`config.mk`:
```
export PLATFORM = sky130hd
export DESIGN_NAME = serial_magnitude_cmp
export DESIGN_NICKNAME = d
export VERILOG_FILES = /design/src/rtl/cmp_pkg.sv /design/src/rtl/serial_cmp_digit.sv /design/src/rtl/serial_magnitude_cmp.sv
export SDC_FILE = /design/constraint.sdc
export NUM_CORES = 1
export LEC_CHECK = 0
export CORE_UTILIZATION = 45
export DETAILED_ROUTE_END_ITERATION = 12
export PLACE_DENSITY = 0.83
export SYNTH_ARGS = -nofsm -noshare
export SYNTH_HDL_FRONTEND = slang
export SYNTH_SLANG_ARGS = --single-unit
```
`constraint.sdc`:
```
create_clock -name clk -period 1.75 [get_ports clk]
set_input_delay 0.525 -clock clk [delete_from_list [all_inputs] [get_ports clk]]
set_output_delay 0.525 -clock clk [all_outputs]
set_load 0.01 [all_outputs]
```
`src/rtl/cmp_pkg.sv`:
```
// Shared types and constants for the bit-serial magnitude comparator.
// Result flags are encoded as {lt, eq, gt}.
package cmp_pkg;

    typedef enum logic [1:0] {
        StIdle,
        StScan,
        StDecided,
        StDone
    } cmp_state_e;

    localparam logic [2:0] ResNone = 3'b000;
    localparam logic [2:0] ResLt   = 3'b100;
    localparam logic [2:0] ResEq   = 3'b010;
    localparam logic [2:0] ResGt   = 3'b001;

    // Ceiling log2; returns 0 for v <= 1.
    function automatic int unsigned clog2(input int unsigned v);
        int unsigned r;
        int unsigned x;
        r = 0;
        x = 1;
        while (x < v) begin
            x = x << 1;
            r = r + 1;
        end
        return r;
    endfunction

endpackage

```
`src/rtl/serial_cmp_digit.sv`:
```
// Combinational unsigned compare of one DIGIT-bit slice; inv_msb flips both
// MSBs so the top digit of a two's-complement operand orders correctly.
module serial_cmp_digit #(
    parameter int unsigned DIGIT = 1
) (
    input  logic [DIGIT-1:0] a,
    input  logic [DIGIT-1:0] b,
    input  logic             inv_msb,
    output logic             d_lt,
    output logic             d_gt
);

    logic [DIGIT-1:0] a_x;
    logic [DIGIT-1:0] b_x;

    always_comb begin
        a_x            = a;
        b_x            = b;
        a_x[DIGIT-1]   = a[DIGIT-1] ^ inv_msb;
        b_x[DIGIT-1]   = b[DIGIT-1] ^ inv_msb;
        d_lt           = (a_x < b_x);
        d_gt           = (a_x > b_x);
    end

endmodule

```
`src/rtl/serial_magnitude_cmp.sv`:
```
// MSB-first bit-serial magnitude comparator, DIGIT bits per accepted beat.
// The first differing digit decides; remaining digits are only counted.
module serial_magnitude_cmp
    import cmp_pkg::*;
#(
    parameter int unsigned WIDTH = 32,
    parameter int unsigned DIGIT = 1
) (
    input  logic             clk,
    input  logic             rst,
    input  logic             start,
    input  logic             signed_mode,
    input  logic             in_valid,
    input  logic [DIGIT-1:0] a_dig,
    input  logic [DIGIT-1:0] b_dig,
    output logic             busy,
    output logic             done,
    output logic             lt,
    output logic             eq,
    output logic             gt
);

    localparam int unsigned NDIG = WIDTH / DIGIT;
    localparam int unsigned CW   = clog2(NDIG + 1);

    cmp_state_e    state_q, state_d;
    logic [CW-1:0] cnt_q, cnt_d;
    logic          smode_q, smode_d;
    logic          lt_r, lt_r_d;
    logic          gt_r, gt_r_d;
    logic          done_q, done_d;
    logic [2:0]    res_q, res_d;

    logic d_lt, d_gt;
    logic accept, last, dec_lt, dec_gt;

    serial_cmp_digit #(
        .DIGIT (DIGIT)
    ) u_digit (
        .a       (a_dig),
        .b       (b_dig),
        .inv_msb (smode_q && (cnt_q == '0)),
        .d_lt    (d_lt),
        .d_gt    (d_gt)
    );

    assign accept = ((state_q == StScan) || (state_q == StDecided)) && in_valid && !start;
    assign last   = (cnt_q == CW'(NDIG - 1));

    always_comb begin
        state_d = state_q;
        cnt_d   = cnt_q;
        smode_d = smode_q;
        lt_r_d  = lt_r;
        gt_r_d  = gt_r;
        done_d  = 1'b0;
        res_d   = res_q;
        dec_lt  = lt_r;
        dec_gt  = gt_r;

        if (start) begin
            // Restart from any state; a partial comparison is abandoned.
            state_d = StScan;
            cnt_d   = '0;
            smode_d = signed_mode;
            lt_r_d  = 1'b0;
            gt_r_d  = 1'b0;
            res_d   = ResNone;
        end else if (accept) begin
            cnt_d = cnt_q + CW'(1);
            if ((state_q == StScan) && (d_lt || d_gt)) begin
                state_d = StDecided;
                lt_r_d  = d_lt;
                gt_r_d  = d_gt;
                dec_lt  = d_lt;
                dec_gt  = d_gt;
            end
            if (last) begin
                state_d = StDone;
                done_d  = 1'b1;
                res_d   = dec_lt ? ResLt : (dec_gt ? ResGt : ResEq);
            end
        end
    end

    always_ff @(posedge clk or posedge rst) begin
        if (rst) begin
            state_q <= StIdle;
            cnt_q   <= '0;
            smode_q <= 1'b0;
            lt_r    <= 1'b0;
            gt_r    <= 1'b0;
            done_q  <= 1'b0;
            res_q   <= ResNone;
        end else begin
            state_q <= state_d;
            cnt_q   <= cnt_d;
            smode_q <= smode_d;
            lt_r    <= lt_r_d;
            gt_r    <= gt_r_d;
            done_q  <= done_d;
            res_q   <= res_d;
        end
    end

    assign busy         = (state_q == StScan) || (state_q == StDecided);
    assign done         = done_q;
    assign {lt, eq, gt} = res_q;

endmodule

```
==> results of run 1 <==
layer usage:
layer / up-vias / GRT usage / share of wire
met4: 0 / 0.07879 / 0.015
met3: 4 / 0.02553 / 0.034
met2: 15 / 0.3242 / 0.51
li1: 322 / - / -
met1: 317 / 0.2390 / 0.44
met5: - / 0 / 0
worst max-delay path, stage by stage:
cell             delay [ns]
clkdlybuf4s50_1        0.51
nand2b_4               0.06
buf_4                  0.16
or2_2                  0.34
a211o_1                0.30
cell families (layout without fill, tap and decap cells):
| group | after synthesis | count (layout) | synth area share |
|---|---|---|---|
| simple gates | 32 | 32 | 0.2063 |
| compound gates | 15 | 15 | 0.1370 |
| flops | 15 | 15 | 0.4950 |
| buf+inv | 9 | 34 | 0.04785 |
| fa+ha+maj | 3 | 3 | 0.04951 |
| xor+xnor | 3 | 3 | 0.03466 |
| mux | 2 | 2 | 0.02970 |
where the power goes:
part           leakage [µW]  switching [µW]  internal (µW)
clock network     0.0000150             108           88.4
logic              0.000243            86.6           94.2
registers          0.000201            11.4            363
final cells by class:
class | count | area [µm²]
clock buffers | 4 | 26.28
fillers | 130 | 500.5
inverters | 6 | 22.52
multi-input cells | 55 | 390.4
flip-flops and latches | 15 | 375.4
well taps | 16 | 20.02
repair buffers | 24 | 206.4
state kept, by name, summed over array words and instances, names as in the netlist:
name / flops
state_q: 2
lt_r: 1
smode_q: 1
res_q: 3
done: 1
cnt_q: 6
gt_r: 1
through the flow:
stage          cell area, µm²    util  TNS [ns]  instances  hold slack, ns
2_1_floorplan           784.5       -         0         79          0.4265
3_3_place_gp            977.2  0.6339    -2.028        114          0.5024
3_5_place_dp            977.2  0.6339    -2.279        114          0.5041
4_1_cts                  1006  0.6526  -0.06328        118          0.5245
5_1_grt                  1041  0.6753  -0.03067        120          0.5447
6_report                 1041  0.6753         0        120          0.5247
cells in the final DEF, fill, tap and decap left out, drive strengths merged, types with 2 or more instances in the layout:
master	n
mux2	2
ha	3
nor4	2
nor2b	3
inv	6
o21ai	3
a21oi	6
nor2	6
xor2	2
buf	13
clkdlybuf4s50	10
clkbuf	5
dfrtp	15
nand3	3
nand2	11
nand2b	2
synth_stat cells (3+ instances only):
cell     number  area [µm²]
dfrtp_1      15       375.4
nor2b_1       3       18.77
nand2_1      10       37.54
ha_1          3       37.54
a21oi_1       6       30.03
nor2_1        6       22.52
nand3_1       3       15.01
o21ai_0       3       15.01
inv_1         6       22.52
worst paths after layout:
kind / end / cells past startpoint / slack [ns]
setup / recovery: state_q[0]$_DFFE_PP0P_ / 5 / 0.02
hold / removal: smode_q$_DFFE_PP0P_ / 1 / 0.52
setup reg to reg: state_q[0]$_DFFE_PP0P_ / 6 / 0.04
hold reg to reg: smode_q$_DFFE_PP0P_ / 1 / 0.52
max in group asynchronous: state_q[0]$_DFFE_PP0P_ / 3 / 1.05
min in group asynchronous: cnt_q[1]$_DFFE_PP0P_ / 3 / 0.53
timing repair:
item | CTS | global route
pin swaps | 0 | 1
resized for setup | 2 | 7
endpoints found under the hold margin | 0 | 0
setup buffers | 0 | 2
gates cloned | 0 | 0
endpoints found under the setup margin | 4 | 4
==> impl_metrics.json, run 1 <==
{
  "routed_wl_mm": 1.629,
  "finalSetupViolCount": 0,
  "coreArea_um2": 1541,
  "wl_per_cell_um": 13.58,
  "port-buffer-count": 11,
  "tightest_slew_ns": 0.2464,
  "postSynthCellCount": 79,
  "seq_area_frac_synth": 0.4950,
  "rsz0062_at_grt": "yes",
  "cts_hold_buf": 0,
  "syn_area_per_cell_um2": 9.598,
  "synth_cell_types": 28,
  "hpwl_mm": 1.169,
  "final_max_slew_viol_count": 0,
  "dp_slack_ns": -0.3652,
  "antenna_found_initial": 0,
  "track_usage": 0.1895,
  "synth-seq-cells": 15,
  "pwr_density_cell_nw_per_um2": 721.7,
  "vias": 658,
  "hold_viol": 0,
  "r2r_start": "state_q[1]$_DFFE_PP0P_",
  "insertion_delay_ns": 0.28,
  "cp.arrival_ns": 1.90,
  "period_minus_slack_ns": 1.732,
  "clockBufferDepth": 2,
  "synthArstFlopShare": 1.000,
  "dieWidth_um": 43.05,
  "status": "complete, no violations",
  "cts_root_buf": "clkbuf_4",
  "cts_htree_levels": 1,
  "grt_max_degree": 16,
  "num_rows": 14,
  "cts_num_sinks": 15,
  "syn-cell-area_um2": 758.2,
  "p_leak_uw": 0.0004581,
  "cp-end-kind": "register",
  "cp_data_required_time_ns": 1.92,
  "synthFlopType": "dfrtp_1",
  "grt.overflow.total": 0,
  "hold_path_class": "reg2reg",
  "ir_drop_mv": 0.4744,
  "die_area_um2": 1853,
  "relSlewSlack": 0.8342,
  "cts_inserted_buffers": 3,
  "gp_congestion": 0.8262,
  "startpoint": "in_valid",
  "fp.dieH_um": 43.05,
  "finalCritPeriodShare": 0.9894,
  "synth_edf_count": 0,
  "finClkSkew_ns": 0.003621,
  "cp-start-kind": "input port",
  "io_pins": 12,
  "ys_warn_count": 0,
  "syn2layout_area_growth_pct": 37.29,
  "worst_slack_ns": 0.01849,
  "vias_per_cell": 5.483,
  "grt_pass1_vias": 663,
  "firstDrtPassIters": 4,
  "path_clk_slew_ns": 0.09,
  "path_max_fanout": 10,
  "grt_pass1_wl_mm": 2.663,
  "max_clock_freq_mhz": 577.5,
  "cts_tree": "yes",
  "syn_nets": 89,
  "ant_nets": 0,
  "route.detailed.drc": 0,
  "report.power.total_uw": 751.2,
  "num_antenna_cells": 0,
  "crit_type": "in2reg",
  "nets": 115,
  "start_util": 0.4919,
  "maxCapViolations": 0,
  "holdCritStartpoint": "smode_q$_DFFE_PP0P_",
  "drive_gt1_frac": 0.2981,
  "drt_iter0_markers": 11
}
No activity file was read; power rests on OpenSTA's default activity.
==> run 2: changes to the inputs <==
Settings changed: GPL_TIMING_DRIVEN set to 0.
==> impl_metrics.json, run 2 (synthesis gave the netlist of run 1 again) <==
{
  "io_pins": 12,
  "insertion_delay_ns": 0.29,
  "maxCapViolations": 0,
  "firstDrtPassIters": 3,
  "hold_viol": 0,
  "cts_root_buf": "clkbuf_4",
  "startpoint": "state_q[0]$_DFFE_PP0P_",
  "num_antenna_cells": 0,
  "max_clock_freq_mhz": 574.9,
  "status": "complete, no violations",
  "nets": 105,
  "layout_commonest_cell": "dfrtp_1",
  "vias_per_cell": 5.500,
  "hpwl_mm": 1.048,
  "finalSetupViolCount": 0,
  "final_max_slew_viol_count": 0,
  "cp-start-kind": "register",
  "largest_reg_flops": 6,
  "route.detailed.drc": 0,
  "cp-end-kind": "register",
  "drive_gt1_frac": 0.2340,
  "finClkSkew_ns": 0.005520,
  "start_util": 0.4919,
  "num_rows": 14,
  "most-common-layout-cells": "dfrtp_1 (15), nand2_1 (10), clkdlybuf4s50_1 (7), nor2_1 (6), a21oi_1 (6)",
  "relSlewSlack": 0.6088,
  "grt_pass1_wl_mm": 2.435,
  "gp_congestion": 0.8284,
  "cp.arrival_ns": 1.93,
  "rsz0062_at_grt": "yes",
  "nFillCells": 131,
  "r2r_start": "state_q[0]$_DFFE_PP0P_",
  "path_max_fanout": 6,
  "r2r_setup_slack_ns": 0.01,
  "cts_htree_levels": 1,
  "postPlaceCellArea_um2": 914.6,
  "cts_tree": "yes",
  "cts_num_sinks": 15,
  "drt_iter0_markers": 6,
  "port-buffer-count": 11,
  "routed_wl_mm": 1.445,
  "tightest_slew_ns": 0.5862,
  "cts_inserted_buffers": 3,
  "grt.overflow.total": 0,
  "vias": 605,
  "wl_per_cell_um": 13.14,
  "clockBufferDepth": 2,
  "grt_max_degree": 16,
  "p_leak_uw": 0.0004447,
  "fp.dieH_um": 43.05,
  "dieWidth_um": 43.05,
  "period_minus_slack_ns": 1.739,
  "grt_pass1_vias": 583,
  "ant_nets": 0,
  "top_register": "cnt_q",
  "numPlacedInstances": 106,
  "ir_drop_mv": 0.3789,
  "stdcell_area_um2": 964.7,
  "track_usage": 0.1796,
  "die_area_um2": 1853,
  "cts_hold_buf": 0,
  "path_clk_slew_ns": 0.09,
  "hold_slack_ns": 0.5342,
  "pwr_density_cell_nw_per_um2": 748.2,
  "holdCritStartpoint": "res_q[1]$_DFFE_PP0P_",
  "hold_path_class": "reg2reg",
  "syn2layout_area_growth_pct": 27.23,
  "coreArea_um2": 1541,
  "reg_top3": "cnt_q (6), res_q (3), state_q (2)",
  "fin_cells": 110,
  "finalCritPeriodShare": 0.9939,
  "crit_type": "reg2reg",
  "antenna_found_initial": 0,
  "cp_data_required_time_ns": 1.94
}
run 2: layer usage:
metal	global-route usage	part of all wire	vias to the layer above
li1	-	-	302
met5	0	0	-
met2	0.2909	0.47	11
met1	0.2247	0.48	287
met4	0.1091	0.028	0
met3	0.02553	0.026	5
run 2: path summary, 6_finish.rpt:
check                                             to  depth (start not counted)
worst max-delay path            res_q[0]$_DFFE_PP0P_                          4
worst min-delay path            res_q[1]$_DFFE_PP0P_                          2
worst max register to register  res_q[0]$_DFFE_PP0P_                          4
worst min register to register  res_q[1]$_DFFE_PP0P_                          2
max in group asynchronous       cnt_q[5]$_DFFE_PP0P_                          2
min in group asynchronous       cnt_q[1]$_DFFE_PP0P_                          2
run 2: worst max-delay path, cell delays in order, from the launching register on:
cell and delay (ns):
dfrtp_1 0.43, ha_4 0.26, nand2b_4 0.13, or4_4 0.53, a32o_2 0.29
run 2: area by class of cell:
class | count | area [µm²] | area share
tap | 16 | 20.02 | 0.02075
buffer | 2 | 8.758 | 0.009079
sequential | 15 | 375.4 | 0.3891
inverter | 6 | 22.52 | 0.02335
clock buffer | 3 | 22.52 | 0.02335
timing repair buffer | 12 | 116.4 | 0.1206
multi-input combinational | 55 | 394.1 | 0.4086
clock inverter | 1 | 5.005 | 0.005188
run 2: through the flow:
stage | utilization | worst slack (ns) | total power (µW) | TNS, ns
2_1_floorplan | - | 0.02114 | 474.3 | 0
3_3_place_gp | 0.5933 | -0.4264 | 518.4 | -2.819
3_5_place_dp | 0.5933 | -0.4428 | 526.1 | -3.038
4_1_cts | 0.6112 | -0.09397 | 727.4 | -0.09397
5_1_grt | 0.6258 | -0.05067 | 764.0 | -0.1199
6_report | 0.6258 | 0.01059 | 721.8 | 0
run 2: power breakdown:
group	switching [µW]	total, µW	internal, µW	leakage [µW]
Sequential	14.5	377	363	0.000201
Combinational	76.1	145	68.7	0.000226
Clock	115	200	85.1	0.0000177
Total	205	722	516	0.000445
run 2: what timing repair did:
action | 4_1_cts | 5_1_grt
resized for setup | 6 | 7
hold endpoints to repair | 0 | 0
endpoints found under the setup margin | 6 | 7
setup buffers | 0 | 1
pin swaps | 0 | 1
==> run 3: changes to the inputs <==
Settings changed: CAP_MARGIN set to 15.
==> results of run 3 <==
No change in the layout: final DEF, timing and power equal those of run 2.
